<file path="src/rtl/ps_astat_reg.sv">
// ps_astat_reg: arithmetic status (ASTAT) register with a small status stack.
// Collects ALU/MUL/SHF flags. Supports ureg read/write and push/pop of ASTAT.
// Optional sticky overflow register (STKY) is enabled by defining PS_ASTAT_STKY_EN.
module ps_astat_reg #(
  parameter int STS_DEPTH = 4,
  parameter int DATA_W    = 16
) (
  input  logic              clk,
  input  logic              reset,
  input  logic              alu_flg_en,
  input  logic [3:0]        alu_flg,
  input  logic              mul_flg_en,
  input  logic [1:0]        mul_flg,
  input  logic              shf_flg_en,
  input  logic [1:0]        shf_flg,
  input  logic              ureg_wr_en,
  input  logic              ureg_sel,
  input  logic [DATA_W-1:0] ureg_din,
  output logic [DATA_W-1:0] ureg_dout,
  input  logic              sts_push,
  input  logic              sts_pop,
  output logic [7:0]        astat_bts,
  output logic [2:0]        stky_bts,
  output logic              sts_empty,
  output logic              sts_full,
  output logic              sts_err
);

  localparam int PTR_W = $clog2(STS_DEPTH + 1);
  localparam int IDX_W = (STS_DEPTH > 1) ? $clog2(STS_DEPTH) : 1;

  logic [PTR_W-1:0] sts_ptr;
  logic [PTR_W-1:0] top_ptr;
  logic [7:0]       sts_mem [STS_DEPTH];
  logic [7:0]       astat_nxt;
  logic             push_ok;
  logic             pop_ok;
  logic             err_set;
  logic             astat_wr;
  logic             unused_din_bits;

  // Only the low byte of the ureg bus carries status bits.
  assign unused_din_bits = ^ureg_din[DATA_W-1:8];

  assign top_ptr   = sts_ptr - PTR_W'(1);
  assign sts_empty = (sts_ptr == '0);
  assign sts_full  = (sts_ptr == PTR_W'(STS_DEPTH));
  assign astat_wr  = ureg_wr_en & ~ureg_sel;

  // A simultaneous push and pop cancels both operations; overflow and underflow are dropped.
  assign push_ok = sts_push & ~sts_pop & ~sts_full;
  assign pop_ok  = sts_pop & ~sts_push & ~sts_empty;
  assign err_set = (sts_push & sts_pop) | (sts_push & ~sts_pop & sts_full)
                 | (sts_pop & ~sts_push & sts_empty);

  // Next ASTAT value: ureg write beats a valid pop, which beats the per-unit field updates.
  always_comb begin
    astat_nxt = astat_bts;
    if (astat_wr) begin
      astat_nxt = ureg_din[7:0];
    end else if (pop_ok) begin
      astat_nxt = sts_mem[top_ptr[IDX_W-1:0]];
    end else begin
      if (alu_flg_en) astat_nxt[3:0] = alu_flg;
      if (mul_flg_en) astat_nxt[5:4] = mul_flg;
      if (shf_flg_en) astat_nxt[7:6] = shf_flg;
    end
  end

  // ASTAT, stack pointer and the sticky error flag.
  always_ff @(posedge clk) begin
    if (reset) begin
      astat_bts <= '0;
      sts_ptr   <= '0;
      sts_err   <= 1'b0;
    end else begin
      astat_bts <= astat_nxt;
      if (push_ok) sts_ptr <= sts_ptr + PTR_W'(1);
      else if (pop_ok) sts_ptr <= top_ptr;
      if (err_set) sts_err <= 1'b1;
    end
  end

  // Stack storage captures the pre-update ASTAT; entries are left intact on pop.
  always_ff @(posedge clk) begin
    if (push_ok) sts_mem[sts_ptr[IDX_W-1:0]] <= astat_bts;
  end

`ifdef PS_ASTAT_STKY_EN
  logic [2:0] stky_q;

  // Sticky overflows accumulate each cycle; an explicit ureg write overrides the OR-in.
  always_ff @(posedge clk) begin
    if (reset) begin
      stky_q <= '0;
    end else if (ureg_wr_en && ureg_sel) begin
      stky_q <= ureg_din[2:0];
    end else begin
      stky_q <= stky_q | {shf_flg_en & shf_flg[0], mul_flg_en & mul_flg[1], alu_flg_en & alu_flg[1]};
    end
  end

  assign stky_bts = stky_q;
`else
  assign stky_bts = 3'b000;
`endif

  // Read path shows register state only, never same-cycle write data.
  always_comb begin
    ureg_dout = {{(DATA_W-8){1'b0}}, astat_bts};
    if (ureg_sel) ureg_dout = {{(DATA_W-3){1'b0}}, stky_bts};
  end

endmodule
</file>
<file path="config.mk">
export PLATFORM = sky130hd
export DESIGN_NAME = ps_astat_reg
export DESIGN_NICKNAME = d
export VERILOG_FILES = /design/src/rtl/ps_astat_reg.sv
export SDC_FILE = /design/constraint.sdc
export NUM_CORES = 1
export LEC_CHECK = 0
export ABC_AREA = 0
export BUFFER_PORTS_ARGS = -buffer_cell sky130_fd_sc_hd__clkbuf_2
export CAP_MARGIN = 40
export CORE_MARGIN = 1
export CORE_UTILIZATION = 47
export CTS_BUF_LIST = sky130_fd_sc_hd__clkbuf_2
export DETAILED_ROUTE_END_ITERATION = 10
export MAX_ROUTING_LAYER = met4
export PLACE_DENSITY = 0.73
export SLEW_MARGIN = 25
export SYNTH_ARGS = -nofsm -noshare
export SYNTH_HDL_FRONTEND = slang
export SYNTH_SLANG_ARGS = --single-unit
</file>
<file path="constraint.sdc">
create_clock -name clk -period 4.65 [get_ports clk]
set_input_delay 0.6975 -clock clk [delete_from_list [all_inputs] [get_ports clk]]
set_output_delay 0.6975 -clock clk [all_outputs]
set_load 0.01 [all_outputs]
</file>
==> results of run 1 <==
-- worst paths after layout --
kind	slack (ns)	endpoint	cells past startpoint
worst max-delay path	1.80	astat_bts[2]	7
worst max register to register	1.80	astat_bts[2]	7
worst min register to register	0.51	sts_err	2
worst min-delay path	0.48	astat_bts[5]	3
-- layer usage --
metal	vias up	track usage (%)	part of all wire, %	wire, um
met4	0	6.25	0.52	21
met5	-	-	0	0
met3	2	5.00	6.9	279
li1	625	-	-	-
met1	622	25.2	40	1650
met2	56	33.7	52	2120
-- worst max-delay path, cell delays in order, from the launching register on --
cell and delay [ns]:
dfxtp_1 0.80, inv_1 0.22, ha_1 0.27, ha_1 0.23
nor3b_2 0.55, nor3b_1 0.24, a221oi_1 0.31, a21oi_1 0.13
-- kinds of logic (layout without fill, tap and decap cells) --
family          count (synthesis)  in the layout  synth area share, %
other cells                     1             11                0.182
xor+xnor                        1              1                0.424
compound gates                 24             24                 7.70
simple gates                   41             41                 11.7
fa+ha+maj                       6              6                 3.64
mux                            12             12                 10.7
flops                          44             44                 58.2
buf+inv                        21             55                 7.51
-- synthesized netlist by cell type --
| cell type | number | area (sq um) |
|---|---|---|
| and3_2 | 4 | 30.0 |
| clkbuf_1 | 1 | 3.75 |
| nor2b_1 | 5 | 31.3 |
| mux4_2 | 8 | 180 |
| buf_2 | 1 | 5.00 |
| nor3b_1 | 1 | 7.51 |
| nor3_1 | 1 | 5.00 |
| a221oi_1 | 4 | 35.0 |
| edfxtp_1 | 32 | 961 |
| buf_4 | 12 | 90.1 |
| dfxtp_1 | 12 | 240 |
| and2b_1 | 4 | 30.0 |
| and2_2 | 1 | 7.51 |
| xnor2_1 | 1 | 8.76 |
| a211o_1 | 5 | 43.8 |
| or3b_1 | 1 | 8.76 |
| mux2i_1 | 4 | 40.0 |
| and2_1 | 1 | 6.26 |
| conb_1 | 1 | 3.75 |
| a211oi_1 | 1 | 7.51 |
| nor4b_1 | 4 | 35.0 |
| inv_1 | 3 | 11.3 |
| ha_1 | 6 | 75.1 |
| nor3b_2 | 1 | 12.5 |
| a21oi_1 | 13 | 65.1 |
| a21o_1 | 1 | 7.51 |
| nand2_1 | 8 | 30.0 |
| buf_6 | 4 | 45.0 |
| nor2_1 | 10 | 37.5 |
-- report_power, final --
part / leakage [nW] / switching [W] / internal, W / total [W]
combinational: 0.500 / 0.0000885 / 0.0000800 / 0.000168
sequential: 0.396 / 0.0000249 / 0.000450 / 0.000475
clock: 0.0430 / 0.000119 / 0.0000925 / 0.000211
-- state kept, by name, summed over array words and instances (netlist names) --
name / cells
astat_bts: 8
sts_mem: 32
sts_ptr: 3
sts_err: 1
-- area by class of cell --
type	count	area (sq um)
Fill cell	380	1810
Tap cell	50	62.6
Timing Repair Buffer	44	223
Multi-Input combinational cell	95	746
Clock inverter	2	35.0
Sequential cell	44	1200
Inverter	3	11.3
Clock buffer	6	30.0
-- stage by stage --
step | instances | area [sq um] | power [W] | setup slack, ns
4_1_cts | 244 | 2310 | 0.000862 | 1.75
5_1_grt | 244 | 2310 | 0.000900 | 1.58
3_3_place_gp | 236 | 2240 | 0.000644 | 1.92
3_5_place_dp | 236 | 2240 | 0.000654 | 1.78
6_report | 244 | 2310 | 0.000855 | 1.80
2_1_floorplan | 160 | 2100 | 0.000607 | 2.56
==> impl_metrics.toml, run 1 <==
[pwr]
power.leakage_nw = 0.939
peakVddDrop_mv = 0.204
powerDensity_nw_per_um2 = 370

[yosys]
avgSynthCellArea_sq_um = 13.8
synth_cells = 150
syn_area_sq_um = 2060
synth-seq-cells = 44
ys_types = 29
ys_warn_count = 0
ys_seq_area_share_pct = 58.2

[clocking]
cts_resized = 0
clkSinkCount = 44
clk_path_buf_depth = 2
cts_tree = "done"
numCtsBuffers = 5
clk_pin_slew_worst_paths_ns = 0.22
root_buffer = "clkbuf_2"
post_cts_buffers = 0
insertion_delay_ns = 0.40
hold_buffers = 0
htree_levels = 2

[timing]
skew_ns = 0.0202
finalHoldViolCount = 0
slew_viol_final = 0
finalCritPeriodShare_pct = 61.2
worst_pin_slew_ns = 0.675
worst_hold_slack_ns = 0.479
setup_violations = 0
rsz0062_at_grt = "no"
setup_tns_ns = 0
min_period_ns = 2.85
fmax_mhz = 351
relSlewSlack_pct = 54.9

[grt]
overflow = 0
antenna_found_initial = 0
grt_usage_pct = 20.6
grt_pass1_vias = 1262
grt_pass1_wl_mm = 6.35
grt_max_degree = 19

[worst_setup_path]
cp-startpoint = "sts_ptr[0]"
endpoint_kind = "register"
cp_max_fo = 11
crit_required_ns = 4.96
worstPathArrival_ns = 3.16
startpoint_type = "register"
path_class = "reg2reg"
timing.rr.start = "sts_ptr[0]"

[placement]
place.gp.congestion = 0.741
dp_hpwl_mm = 2.82
port_buffers = 43

[drt]
wl_per_cell_um = 16.7
vias = 1305
drcViolationCount = 0
drt-initial-drc-count = 121
drt_wl_total_mm = 4.07
drt-pass1-iter-count = 4
drtAntennaViolNets = 0
drt-vias-per-instance = 5.35

[layout]
utilization_pct = 56.1
area_growth_pct = 11.8
layout_common_cells = "49 x clkbuf_2, 32 x edfxtp_1, 13 x a21oi_1, 12 x dfxtp_1, 11 x conb_1"
diodes = 0
fin_nets = 232
final_common_cell = "clkbuf_2"
post_route_cells_drive_above_1_share_pct = 34.0

[die]
die_x_um = 68.3
rows = 23
ios = 63
coreArea_sq_um = 4120
die_area_sq_um = 4660
die_h_um = 68.3
initial_core_util_pct = 50.2

[hold_path]
min_from = "ureg_din[5]"
hold_class = "in2reg"

[flow_run]
maxCapViolations = 0

[status]
status = "complete, no violations"
No activity file was read; power rests on OpenSTA's default activity.
==> inputs of run 2 (changes only) <==
--- a/config.mk
+++ b/config.mk
@@ -5,7 +5,7 @@
 export SDC_FILE = /design/constraint.sdc
 export NUM_CORES = 1
 export LEC_CHECK = 0
-export ABC_AREA = 0
+export ABC_AREA = 1
 export BUFFER_PORTS_ARGS = -buffer_cell sky130_fd_sc_hd__clkbuf_2
 export CAP_MARGIN = 40
 export CORE_MARGIN = 1
@@ -13,7 +13,7 @@
 export CTS_BUF_LIST = sky130_fd_sc_hd__clkbuf_2
 export DETAILED_ROUTE_END_ITERATION = 10
 export MAX_ROUTING_LAYER = met4
-export PLACE_DENSITY = 0.73
+export PLACE_DENSITY = 0.75
 export SLEW_MARGIN = 25
 export SYNTH_ARGS = -nofsm -noshare
 export SYNTH_HDL_FRONTEND = slang
==> constraint.sdc (replaced) <==
create_clock -name clk -period 2.6 [get_ports clk]
set_input_delay 0.39 -clock clk [delete_from_list [all_inputs] [get_ports clk]]
set_output_delay 0.39 -clock clk [all_outputs]
set_load 0.01 [all_outputs]
==> impl_metrics.toml, run 2 <==
[timing]
worst_pin_slew_ns = 0.697
min_period_ns = 2.10
setup_tns_ns = 0
rsz0062_at_grt = "no"
skew_ns = 0.0243
finalHoldViolCount = 0
fmax_mhz = 476
finalCritPeriodShare_pct = 80.7
slew_viol_final = 0
setup_violations = 0
relSlewSlack_pct = 53.3

[worst_setup_path]
worstPathArrival_ns = 2.40
crit_top_cell = "ha_1"
cpPeakStageDelay_ns = 0.38
endpoint_kind = "register"
cpMaxStageDelayCell = "dfxtp_1"
reg2reg_depth = 8
crit_required_ns = 2.90
path_cells = "inv_4 > ha_1 > ha_1 > inv_1 > nand3_2 > clkinv_1 > o21ai_0 > a21oi_1"
path_class = "reg2reg"
cp_max_fo = 23
startpoint_type = "register"

[die]
initial_core_util_pct = 48.9
die_area_sq_um = 5230
die_x_um = 72.4
ios = 63
rows = 25
die_h_um = 72.4
coreArea_sq_um = 4750

[flow_run]
maxCapViolations = 0

[clocking]
clk_path_buf_depth = 2
insertion_delay_ns = 0.39
clk_pin_slew_worst_paths_ns = 0.21
root_buffer = "clkbuf_2"
hold_buffers = 0
clkSinkCount = 44
htree_levels = 2
post_cts_buffers = 0
numCtsBuffers = 5
cts_tree = "done"
cts_resized = 0

[layout]
diodes = 0
final_common_cell = "nand2_1"
post_route_cells_drive_above_1_share_pct = 19.1
fin_nets = 367
design_area_sq_um = 2570
largest_register_ff_count = 32
area_growth_pct = 10.7
layout_common_cells = "93 x nand2_1, 49 x inv_1, 48 x clkbuf_2, 32 x edfxtp_1, 26 x nand3_1"

[grt]
grt_max_degree = 24
grt_pass1_wl_mm = 7.25
overflow = 0
antenna_found_initial = 0
grt_pass1_vias = 1606
grt_usage_pct = 18.7

[yosys]
ys_types = 21
ys.flop_type = "edfxtp_1"
ys_seq_area_share_pct = 51.6
yosysMostFrequentCell = "nand2_1"
synthTopCellsByCount = "93 x nand2_1, 49 x inv_1, 32 x edfxtp_1"
async_flop_share_pct = 0
avgSynthCellArea_sq_um = 8.19
synth_cells = 284
synth_top_area_share_pct = 41.3
synth-seq-cells = 44
syn_area_sq_um = 2330
yosysTopAreaCell = "edfxtp_1"
synth_edf_count = 32
synth.area.top_cells = "edfxtp_1 41%, nand2_1 15%, dfxtp_1 10%, inv_1 7.9%, nand3_1 5.6%"
ys_warn_count = 0

[placement]
place.gp.congestion = 0.819
port_buffers = 43
dp_hpwl_mm = 3.22
placed_area_sq_um = 2530

[drt]
wl_per_cell_um = 10.7
drt_wl_total_mm = 4.22
drtAntennaViolNets = 0
drcViolationCount = 0
drt-initial-drc-count = 53
drt-pass1-iter-count = 4
drt-vias-per-instance = 4.50
vias = 1783

[pwr]
powerDensity_nw_per_um2 = 643
power_switching_w = 0.000587
intPower_w = 0.00107
peakVddDrop_mv = 0.306
power.leakage_nw = 1.29
switching_share_pct = 35.5
pwr-share-comb_pct = 31.6
clock_power_share_pct = 15.8
share_seq_of_total_power_pct = 52.6

[hold_path]
holdPathStages = 5
hold_class = "in2reg"

[status]
status = "complete, no violations"
==> run 2: layer usage <==
layer	up-vias	share of wire [%]	global-route usage, %
li1	940	-	-
met3	7	5.0	3.47
met5	-	0	-
met4	0	1.3	5.88
met1	779	46	24.2
met2	57	47	29.8
==> run 2: worst paths after layout <==
path	start	end	slack (ns)
worst max register to register	sts_ptr[0]	sts_ptr[1]	0.50
worst max-delay path	sts_ptr[0]	sts_ptr[1]	0.50
worst min register to register	sts_err	sts_err	0.51
worst min-delay path	ureg_din[2]	astat_bts[2]	0.27
==> run 2: cells by family (layout without fill, tap and decap cells) <==
family          Yosys count  after routing  share of synthesized area (%)
compound gates           16             16                           3.82
simple gates            145            145                           25.9
fa+ha+maj                 6              6                           3.23
buf+inv                  72            107                           15.3
flops                    44             44                           51.6
other cells               1             11                          0.161
==> run 2: cell type report <==
class,instances,area [sq um]
multi-input cells,178,807
inverters,52,198
fillers,462,2180
clock inverters,3,13.8
flip-flops and latches,44,1200
clock buffers,5,25.0
repair buffers,47,245
well taps,67,83.8
==> run 2: per-stage QoR <==
step / setup slack [ns] / util (%) / cells / power [W] / hold slack, ns
4_1_cts: 0.475 / 54.1 / 396 / 0.00166 / 0.261
3_3_place_gp: 0.573 / 53.3 / 388 / 0.00139 / 0.464
3_5_place_dp: 0.520 / 53.3 / 388 / 0.00141 / 0.493
5_1_grt: 0.250 / 54.1 / 396 / 0.00177 / 0.277
2_1_floorplan: 0.716 / - / 294 / 0.00126 / 0.493
6_report: 0.501 / 54.1 / 396 / 0.00165 / 0.274
==> run 2: power groups by stage <==
stage / combinational [W] / sequential, W / clock, W
6_report: 0.000522 / 0.000870 / 0.000261
3_5_place_dp: 0.000525 / 0.000886 / 0
2_1_floorplan: 0.000384 / 0.000878 / 0
3_3_place_gp: 0.000507 / 0.000883 / 0
5_1_grt: 0.000606 / 0.000878 / 0.000290
4_1_cts: 0.000527 / 0.000870 / 0.000266
==> run 2: critical path, delay by kind of cell, from the launching register on <==
kind,cells,cell delay (ns)
adder cells (fa/ha/maj),2,0.42
AO/OA/AOI/OAI,2,0.34
flip-flops,1,0.38
AND/OR/NAND/NOR,1,0.32
buffers and inverters,3,0.55
==> inputs of run 3 (changes only) <==
==> constraint.sdc (replaced) <==
create_clock -name clk -period 1.7 [get_ports clk]
set_input_delay 0.255 -clock clk [delete_from_list [all_inputs] [get_ports clk]]
set_output_delay 0.255 -clock clk [all_outputs]
set_load 0.01 [all_outputs]
==> impl_metrics.toml, run 3 (synthesized netlist as in run 2, its figures left out) <==
[drt]
drt-vias-per-instance = 4.59
drt_wl_total_mm = 4.66
vias = 1862
wl_per_cell_um = 11.5
drt-initial-drc-count = 118
drt-pass1-iter-count = 4
drcViolationCount = 0
drtAntennaViolNets = 0

[pwr]
power_switching_w = 0.000979
intPower_w = 0.00189
peakVddDrop_mv = 0.461
powerDensity_nw_per_um2 = 1040
power.leakage_nw = 1.38
switching_share_pct = 34.1
clock_power_share_pct = 20.5
pwr-share-comb_pct = 33.2
share_seq_of_total_power_pct = 46.3

[layout]
post_route_cells_drive_above_1_share_pct = 24.2
n_fill_cell = 412
multiInputGateArea_sq_um = 847
final_common_cell = "nand2_1"
area_growth_pct = 19.0
largest_register_ff_count = 32
fin_nets = 377
fin_cells = 406
diodes = 0
layout_common_cells = "92 x nand2_1, 48 x inv_1, 48 x clkbuf_2, 32 x edfxtp_1, 26 x nand3_1"
register_area_sq_um = 1200

[worst_setup_path]
crit_required_ns = 1.44
startpoint_type = "register"
cp_max_fo = 3
path_class = "reg2out"
worstPathArrival_ns = 1.37
cp.buffers_inverters = 3
cp-startpoint = "sts_ptr[1]"
timing.rr.start = "sts_ptr[1]"
cp_num_cells = 5
reg2reg_depth = 10
endpoint_kind = "output port"
cpMaxStageDelayCell = "dfxtp_2"
crit_top_cell = "inv_1"
path_cells = "inv_1 > ha_1 > nand2_1 > inv_1 > clkbuf_2"
cpPeakStageDelay_ns = 0.36
cp_top_family = "flip-flops"

[timing]
min_period_ns = 1.62
rsz0062_at_grt = "no"
setup_violations = 0
finalWorstSetupSlack_ns = 0.0798
fmax_mhz = 617
finalCritPeriodShare_pct = 95.3
slew_viol_final = 0
finalHoldViolCount = 0
skew_ns = 0.0111

[die]
rows = 25
die_h_um = 72.4
die_area_sq_um = 5230
ios = 63
initial_core_util_pct = 48.9
coreArea_sq_um = 4750
die_x_um = 72.4

[grt]
antenna_found_initial = 0
grt_max_degree = 24
overflow = 0
grt_pass1_wl_mm = 7.10
grt_pass1_vias = 1583
grt_usage_pct = 18.4

[hold_path]
holdPathStages = 5
min_from = "ureg_din[1]"
hold_class = "in2reg"

[clocking]
hold_buffers = 0
root_buffer = "clkbuf_2"
insertion_delay_ns = 0.41
cts_resized = 0
post_cts_buffers = 0
clk_path_buf_depth = 2
clk_pin_slew_worst_paths_ns = 0.22
numCtsBuffers = 5
htree_levels = 2
clkSinkCount = 44
cts_tree = "done"

[placement]
place.gp.congestion = 0.849
port_buffers = 43
dp_slack_ns = 0.118
dp_hpwl_mm = 3.31
dp.cells = 396

[status]
status = "complete, no violations"

[flow_run]
maxCapViolations = 0
[run 3: final timing paths]
path / endpoint / slack, ns
max: sts_full / 0.08
min: astat_bts[1] / 0.12
max reg2reg: astat_bts[4] / 0.09
min reg2reg: sts_err / 0.52
[run 3: layer usage]
layer | up-vias | track usage, % | wire length [um]
met4 | 0 | 8.28 | 48
met1 | 811 | 24.4 | 2080
li1 | 959 | - | -
met3 | 4 | 3.75 | 335
met5 | - | - | 0
met2 | 88 | 27.3 | 2200
[run 3: power groups by stage]
stage          Sequential [W]  Combinational [W]  Clock [W]
2_1_floorplan         0.00134           0.000596          0
3_3_place_gp          0.00135           0.000819          0
3_5_place_dp          0.00135           0.000841          0
4_1_cts               0.00132           0.000847   0.000588
5_1_grt               0.00134            0.00107   0.000623
6_report              0.00133           0.000953   0.000589
[run 3: final cells by class]
class,instances,share of cell area (%)
clock buffers,5,0.904
flip-flops and latches,44,43.5
well taps,67,3.03
multi-input cells,178,30.6
clock inverters,3,1.54
repair buffers,57,13.3
inverters,52,7.18
[run 3: tightest hold or removal path, delay by kind of cell]
kind	cells	cell delay (ns)
buffers and inverters	2	0.12
and+or+nand+nor	2	0.09
AOI/OAI and AO/OA	1	0.05
[run 3: through the flow]
step                      hold WS (ns)  TNS, ns  utilization, %  total power, W  cell area, sq um
after floorplan                  0.414    -2.98               -         0.00194              2370
after global placement           0.461        0            55.0         0.00216              2620
after detailed placement         0.478        0            55.0         0.00219              2620
after CTS                        0.121        0            56.4         0.00276              2680
after global routing             0.141        0            58.2         0.00303              2770
final                            0.121        0            58.2         0.00287              2770
